### src/rtl/multicycle_control_unit_if.sv
// rtl/multicycle_control_unit_if.sv - control unit strobe/handshake bundle
interface multicycle_control_unit_if;
    logic [15:0] ir_in;
    logic        mem_ready;
    logic [3:0]  reg_ld;
    logic [3:0]  reg_t;
    logic        pc_ld;
    logic        pc_t;
    logic        pc_inc;
    logic        ir_ld;
    logic        ir_t;
    logic        mar_ld;
    logic        mdr_ld;
    logic        mdr_t;
    logic        alu_t;
    logic [1:0]  alu_op;
    logic        tmp_ld;
    logic        mem_rd;
    logic        mem_wr;
    logic        halted;

    modport master (
        input  ir_in, mem_ready,
        output reg_ld, reg_t, pc_ld, pc_t, pc_inc, ir_ld, ir_t, mar_ld,
               mdr_ld, mdr_t, alu_t, alu_op, tmp_ld, mem_rd, mem_wr, halted
    );

    modport slave (
        output ir_in, mem_ready,
        input  reg_ld, reg_t, pc_ld, pc_t, pc_inc, ir_ld, ir_t, mar_ld,
               mdr_ld, mdr_t, alu_t, alu_op, tmp_ld, mem_rd, mem_wr, halted
    );
endinterface

### src/rtl/multicycle_control_unit.sv
// rtl/multicycle_control_unit.sv - multi-cycle fetch/decode/execute sequencer
module multicycle_control_unit (
    input  logic                          clk,
    input  logic                          rst,
    multicycle_control_unit_if.master     bus
);
    typedef enum logic [4:0] {
        ST_F0, ST_F1, ST_F2, ST_DEC, ST_MOV, ST_LDI, ST_A1, ST_A2, ST_A3,
        ST_L0, ST_L1, ST_L2, ST_S0, ST_S1, ST_S2, ST_JMP, ST_HALT
    } state_t;

    state_t state, next_state;
    logic   rst_q;
    logic   quiet;

    logic [3:0] opcode;
    logic [3:0] rd_hot, rs_hot;
    logic       unused_imm;

    assign opcode     = bus.ir_in[15:12];
    assign rd_hot     = 4'b0001 << bus.ir_in[11:10];
    assign rs_hot     = 4'b0001 << bus.ir_in[9:8];
    assign unused_imm = ^bus.ir_in[7:0];
    // Outputs stay dark during reset and the cycle after it; F0 is held through that cycle.
    assign quiet      = rst | rst_q;

    always_ff @(posedge clk) begin
        rst_q <= rst;
        if (rst) state <= ST_F0;
        else     state <= next_state;
    end

    always_comb begin
        next_state = state;
        case (state)
            ST_F0:   next_state = ST_F1;
            ST_F1:   if (bus.mem_ready) next_state = ST_F2;
            ST_F2:   next_state = ST_DEC;
            ST_DEC: begin
                case (opcode)
                    4'h1:               next_state = ST_MOV;
                    4'h2:               next_state = ST_LDI;
                    4'h3, 4'h4, 4'h5:   next_state = ST_A1;
                    4'h6:               next_state = ST_L0;
                    4'h7:               next_state = ST_S0;
                    4'h8:               next_state = ST_JMP;
                    4'hF:               next_state = ST_HALT;
                    default:            next_state = ST_F0;
                endcase
            end
            ST_MOV, ST_LDI, ST_A3, ST_L2, ST_JMP: next_state = ST_F0;
            ST_A1:   next_state = ST_A2;
            ST_A2:   next_state = ST_A3;
            ST_L0:   next_state = ST_L1;
            ST_L1:   if (bus.mem_ready) next_state = ST_L2;
            ST_S0:   next_state = ST_S1;
            ST_S1:   next_state = ST_S2;
            ST_S2:   if (bus.mem_ready) next_state = ST_F0;
            ST_HALT: next_state = ST_HALT;
            default: next_state = ST_F0;
        endcase
        if (rst_q) next_state = ST_F0;
    end

    always_comb begin
        bus.reg_ld = 4'b0000;
        bus.reg_t  = 4'b0000;
        bus.pc_ld  = 1'b0;
        bus.pc_t   = 1'b0;
        bus.pc_inc = 1'b0;
        bus.ir_ld  = 1'b0;
        bus.ir_t   = 1'b0;
        bus.mar_ld = 1'b0;
        bus.mdr_ld = 1'b0;
        bus.mdr_t  = 1'b0;
        bus.alu_t  = 1'b0;
        bus.alu_op = 2'b00;
        bus.tmp_ld = 1'b0;
        bus.mem_rd = 1'b0;
        bus.mem_wr = 1'b0;
        bus.halted = 1'b0;
        if (!quiet) begin
            case (state)
                ST_F0:  begin bus.pc_t = 1'b1; bus.mar_ld = 1'b1; end
                ST_F1:  begin bus.mem_rd = 1'b1; bus.mdr_ld = 1'b1; end
                ST_F2:  begin bus.mdr_t = 1'b1; bus.ir_ld = 1'b1; bus.pc_inc = 1'b1; end
                ST_MOV: begin bus.reg_t = rs_hot; bus.reg_ld = rd_hot; end
                ST_LDI: begin bus.ir_t = 1'b1; bus.reg_ld = rd_hot; end
                ST_A1:  begin bus.reg_t = rd_hot; bus.tmp_ld = 1'b1; end
                ST_A2:  begin bus.reg_t = rs_hot; bus.alu_op = opcode[1:0] + 2'd2; end
                ST_A3:  begin bus.alu_t = 1'b1; bus.alu_op = opcode[1:0] + 2'd2; bus.reg_ld = rd_hot; end
                ST_L0:  begin bus.ir_t = 1'b1; bus.mar_ld = 1'b1; end
                ST_L1:  begin bus.mem_rd = 1'b1; bus.mdr_ld = 1'b1; end
                ST_L2:  begin bus.mdr_t = 1'b1; bus.reg_ld = rd_hot; end
                ST_S0:  begin bus.ir_t = 1'b1; bus.mar_ld = 1'b1; end
                ST_S1:  begin bus.reg_t = rs_hot; bus.mdr_ld = 1'b1; end
                ST_S2:  bus.mem_wr = 1'b1;
                ST_JMP: begin bus.ir_t = 1'b1; bus.pc_ld = 1'b1; end
                ST_HALT: bus.halted = 1'b1;
                default: ;
            endcase
        end
    end
endmodule

### src/flat_wrapper.sv
// flat-port wrapper written by rule: the top's interface ports become plain ports
module multicycle_control_unit_flat 
  (clk, rst, bus_ir_in, bus_mem_ready, bus_reg_ld, bus_reg_t, bus_pc_ld, bus_pc_t, bus_pc_inc, bus_ir_ld, bus_ir_t, bus_mar_ld, bus_mdr_ld, bus_mdr_t, bus_alu_t, bus_alu_op, bus_tmp_ld, bus_mem_rd, bus_mem_wr, bus_halted);
  multicycle_control_unit_if bus_i ();
  input  logic clk;
  input  logic rst;
  input wire logic [$bits(bus_i.ir_in)-1:0] bus_ir_in;
  input wire logic [$bits(bus_i.mem_ready)-1:0] bus_mem_ready;
  output wire logic [$bits(bus_i.reg_ld)-1:0] bus_reg_ld;
  output wire logic [$bits(bus_i.reg_t)-1:0] bus_reg_t;
  output wire logic [$bits(bus_i.pc_ld)-1:0] bus_pc_ld;
  output wire logic [$bits(bus_i.pc_t)-1:0] bus_pc_t;
  output wire logic [$bits(bus_i.pc_inc)-1:0] bus_pc_inc;
  output wire logic [$bits(bus_i.ir_ld)-1:0] bus_ir_ld;
  output wire logic [$bits(bus_i.ir_t)-1:0] bus_ir_t;
  output wire logic [$bits(bus_i.mar_ld)-1:0] bus_mar_ld;
  output wire logic [$bits(bus_i.mdr_ld)-1:0] bus_mdr_ld;
  output wire logic [$bits(bus_i.mdr_t)-1:0] bus_mdr_t;
  output wire logic [$bits(bus_i.alu_t)-1:0] bus_alu_t;
  output wire logic [$bits(bus_i.alu_op)-1:0] bus_alu_op;
  output wire logic [$bits(bus_i.tmp_ld)-1:0] bus_tmp_ld;
  output wire logic [$bits(bus_i.mem_rd)-1:0] bus_mem_rd;
  output wire logic [$bits(bus_i.mem_wr)-1:0] bus_mem_wr;
  output wire logic [$bits(bus_i.halted)-1:0] bus_halted;
  assign bus_i.ir_in = bus_ir_in;
  assign bus_i.mem_ready = bus_mem_ready;
  assign bus_reg_ld = bus_i.reg_ld;
  assign bus_reg_t = bus_i.reg_t;
  assign bus_pc_ld = bus_i.pc_ld;
  assign bus_pc_t = bus_i.pc_t;
  assign bus_pc_inc = bus_i.pc_inc;
  assign bus_ir_ld = bus_i.ir_ld;
  assign bus_ir_t = bus_i.ir_t;
  assign bus_mar_ld = bus_i.mar_ld;
  assign bus_mdr_ld = bus_i.mdr_ld;
  assign bus_mdr_t = bus_i.mdr_t;
  assign bus_alu_t = bus_i.alu_t;
  assign bus_alu_op = bus_i.alu_op;
  assign bus_tmp_ld = bus_i.tmp_ld;
  assign bus_mem_rd = bus_i.mem_rd;
  assign bus_mem_wr = bus_i.mem_wr;
  assign bus_halted = bus_i.halted;
  multicycle_control_unit u_core (.clk(clk), .rst(rst), .bus(bus_i));
endmodule
### config.mk
export PLATFORM = sky130hd
export DESIGN_NAME = multicycle_control_unit_flat
export DESIGN_NICKNAME = d
export VERILOG_FILES = /design/src/rtl/multicycle_control_unit_if.sv /design/src/rtl/multicycle_control_unit.sv /design/src/flat_wrapper.sv
export SDC_FILE = /design/constraint.sdc
export NUM_CORES = 1
export LEC_CHECK = 0
export CAP_MARGIN = 40
export CORE_MARGIN = 5
export CORE_UTILIZATION = 40
export DETAILED_ROUTE_END_ITERATION = 12
export PLACE_DENSITY = 0.83
export SETUP_SLACK_MARGIN = 0.2
export SLEW_MARGIN = 30
export SYNTH_ARGS = -nofsm -noshare
export SYNTH_HDL_FRONTEND = slang
export SYNTH_SLANG_ARGS = --single-unit
### constraint.sdc
create_clock -name clk -period 2 [get_ports clk]
set_input_delay 0.4 -clock clk [delete_from_list [all_inputs] [get_ports clk]]
set_output_delay 0.4 -clock clk [all_outputs]
set_load 0.005 [all_outputs]
==> impl_metrics.csv <==
group,metric,value,unit
cts,clk_transition_reported_paths,70,ps
critical_path,critPathTopFamily,"simple AND/OR/NAND/NOR gates",
global_routing,grt_use_met2,50.50,%
final_layout,insertedDiodeCount,0,
critical_path,path_max_fanout,7,
final_layout,finalNetCount,232,
min_path,hp-class,"in2reg",
timing,final.setup.tns,-759.4,ps
yosys,synth_seq_cells,6,
timing,hold_viol,0,
cts,holdBufCountCts,0,
routing,viasPerCell,6.559,
yosys,synth_edf_count,0,
timing,fmax,446.2,MHz
critical_path,critPathKind,"reg2out",
critical_path,arrival,1840,ps
timing,maxSlewViolCount,0,
global_routing,antenna_found_initial,0,
power,leakage,0.7888,nW
timing,slew-limit-headroom,69.21,%
routing,vias,1561,
timing,clock_skew,20.23,ps
yosys,syn-instance-count,131,
timing,finalCritPeriodShare,112.1,%
critical_path,cp-start-kind,"register",
timing,fin_ws,-241.1,ps
floorplanning,dieHeight,56.53,um
cts,htree_levels,1,
placement,detailed_place.area,0.001465,mm^2
flow_run,cap_violations,0,
yosys,synth_cell_types,48,
cts,numClockSinks,6,
final_layout,fin_area,0.001788,mm^2
placement,dpl.hpwl,2657,um
placement,gp_congestion,0.9449,
floorplanning,rows,16,
cts,clock_latency,280,ps
global_routing,grt_overflow,0,
run_status,violations,"setup timing",
routing,routedWlPerCell,22.58,um
routing,antenna_left,0,
routing,first_iter_violations,142,
floorplanning,initial_core_util,42.82,%
critical_path,worst_path_max_delay_cell,"dfxtp_2",
yosys,synthesis.nets,150,
global_routing,grt_usage,31.28,%
global_routing,grt_max_degree,11,
floorplanning,fp.dieW,56.53,um
global_routing,met1_usage,33.56,%
final_layout,final_core_util,88.43,%
floorplanning,coreArea,0.002022,mm^2
power,p_per_area,269.4,mW/mm^2
timing,setup_viol_count_final,9,
timing,rsz0062_at_grt,"true",
critical_path,crit_required,1600,ps
final_layout,instances_no_fill,238,
placement,placement.io_buffers,33,
power,p_total,0.4817,mW
floorplanning,ios,42,
cts,cts_tree,"built",
critical_path,crit_path_max_incr_delay,440,ps
power,peakVddDrop,0.3699,mV
global_routing,grt_pass1_vias,1572,
routing,drt_wl_total,5373,um
critical_path,crit_path_end_kind,"primary output",
global_routing,gr-usage-met3,9.404,%
timing,layout_min_cycle_time,2241,ps
global_routing,top_usage_layer,"met2",
run_status,status,"finished with violations",
placement,placed_cells,219,
cts,clockBufferDepth,2,
final_layout,area_delta_synth_final,106.5,%
yosys,ys_seq_area_share,13.87,%
cts,ctsRootBufferMaster,"clkbuf_4",
critical_path,crit_buf_inv,2,
global_routing,grt_pass1_wl,7803,um
yosys,synthesis.area,865.8,um^2
yosys,synth_ff_type,"dfxtp_1",
yosys,avgSynthCellArea,6.609,um^2
final_layout,layout-drive-gt1-share,60.66,%
yosys,ys_async_sr_fraction,0,%
floorplanning,dieArea,0.003195,mm^2
timing,tightest_slew,461.0,ps
cts,cts_buffers,3,
routing,drc,0,
yosys,ys_warn_count,0,
routing,drtPass1Iterations,5,
critical_path,crit_chain,"buf_4 -> nand2b_4 -> nor3_4 -> a31oi_2 -> nor3_1 -> buf_2",
==> registers in the layout (all words and copies together), names as in the netlist <==
register,cells
u_core.state,5
u_core.rst_q,1
==> stage by stage <==
stage	hold slack (ps)	setup slack, ps
floorplan	427.7	271.6
global placement	533.0	-642.0
detailed placement	532.4	-714.1
CTS	413.8	-125.9
global route	447.6	-260.3
finish	448.7	-241.1
==> synthesized netlist by cell type (2+ instances only) <==
library cell | number | area share, %
a21oi_1 | 7 | 4.0
buf_1 | 2 | 0.87
buf_2 | 6 | 3.5
dfxtp_1 | 6 | 14
inv_1 | 7 | 3.0
mux2i_1 | 3 | 3.5
nand2_1 | 8 | 3.5
nand2b_1 | 5 | 3.6
nand3_1 | 3 | 1.7
nand3b_1 | 2 | 1.7
nor2_1 | 20 | 8.7
nor2b_1 | 2 | 1.4
nor3_1 | 12 | 6.9
nor3b_1 | 3 | 2.6
nor4_1 | 2 | 1.4
o21ai_0 | 5 | 2.9
o22ai_1 | 3 | 2.2
o31ai_1 | 4 | 3.5
xor2_1 | 2 | 2.0
==> power by group <==
part | internal (mW) | switching (mW) | leakage [nW]
registers | 0.120 | 0.00639 | 0.0525
logic | 0.104 | 0.114 | 0.722
clock network | 0.0693 | 0.0678 | 0.0138
total | 0.293 | 0.188 | 0.789
==> cells by family after synthesis <==
group | after synthesis | synth area share (%)
AO/OA/AOI/OAI | 33 | 27.46
XOR/XNOR | 3 | 3.035
buffers and inverters | 18 | 9.393
flip-flops | 6 | 13.87
multiplexers | 3 | 3.468
AND/OR/NAND/NOR | 68 | 42.78
==> worst paths after layout <==
check / to / from / cells past startpoint / slack [ps]
setup / recovery: bus_alu_op[1] / u_core.state[3] / 6 / -240
setup reg to reg: u_core.state[0] / u_core.state[2] / 8 / 140
hold / removal: u_core.rst_q / rst / 2 / 450
hold reg to reg: u_core.state[4] / u_core.state[4] / 2 / 570
==> cell type report <==
cell class	instances	area, um^2
fillers	92	234.0
multi-input cells	107	874.6
flip-flops and latches	6	137.6
repair buffers	87	684.4
well taps	27	33.78
inverters	8	35.03
clock buffers	3	22.52
==> routing by layer <==
metal  part of all wire [%]  routed length, um  up-vias
li1                       -                  -      638
met1                     35               1878      699
met2                     43               2313      160
met3                     12                618       64
met4                     10                563        0
met5                      0                  0        -
==> layout by cell type, fill, tap and decap left out, types with 2 or more instances in the layout <==
master,count
nand2_1,6
nor2_4,3
nor3b_2,3
nor3_1,5
nor2_1,13
nand3b_1,2
clkdlybuf4s50_1,7
inv_1,6
buf_6,15
nor3_2,7
o22ai_1,2
nor3_4,2
dfxtp_2,2
buf_2,23
mux2i_1,3
o31ai_1,3
dfxtp_4,4
nand2b_1,4
o21ai_0,3
nand3_1,3
or3_4,2
xor2_1,2
dlygate4sd2_1,2
buf_4,39
nor2b_4,2
nor2_2,4
clkbuf_4,3
a21oi_1,7
==> worst reg2reg max path: stages, from the launching register on <==
cell and delay [ps]:
dfxtp_4 370, buf_6 130, buf_6 120, xnor2_4 120
buf_4 140, buf_4 120, a211oi_1 340, a41oi_1 80
o31ai_1 330
==> timing repair <==
action	4_1_cts	5_1_grt
pin swaps	19	16
setup buffers	12	3
endpoints found under the hold margin	0	0
gates cloned	1	0
endpoints found under the setup margin	23	24
gates resized for setup	158	16
Note: power is estimated with default switching activity, not from simulation.
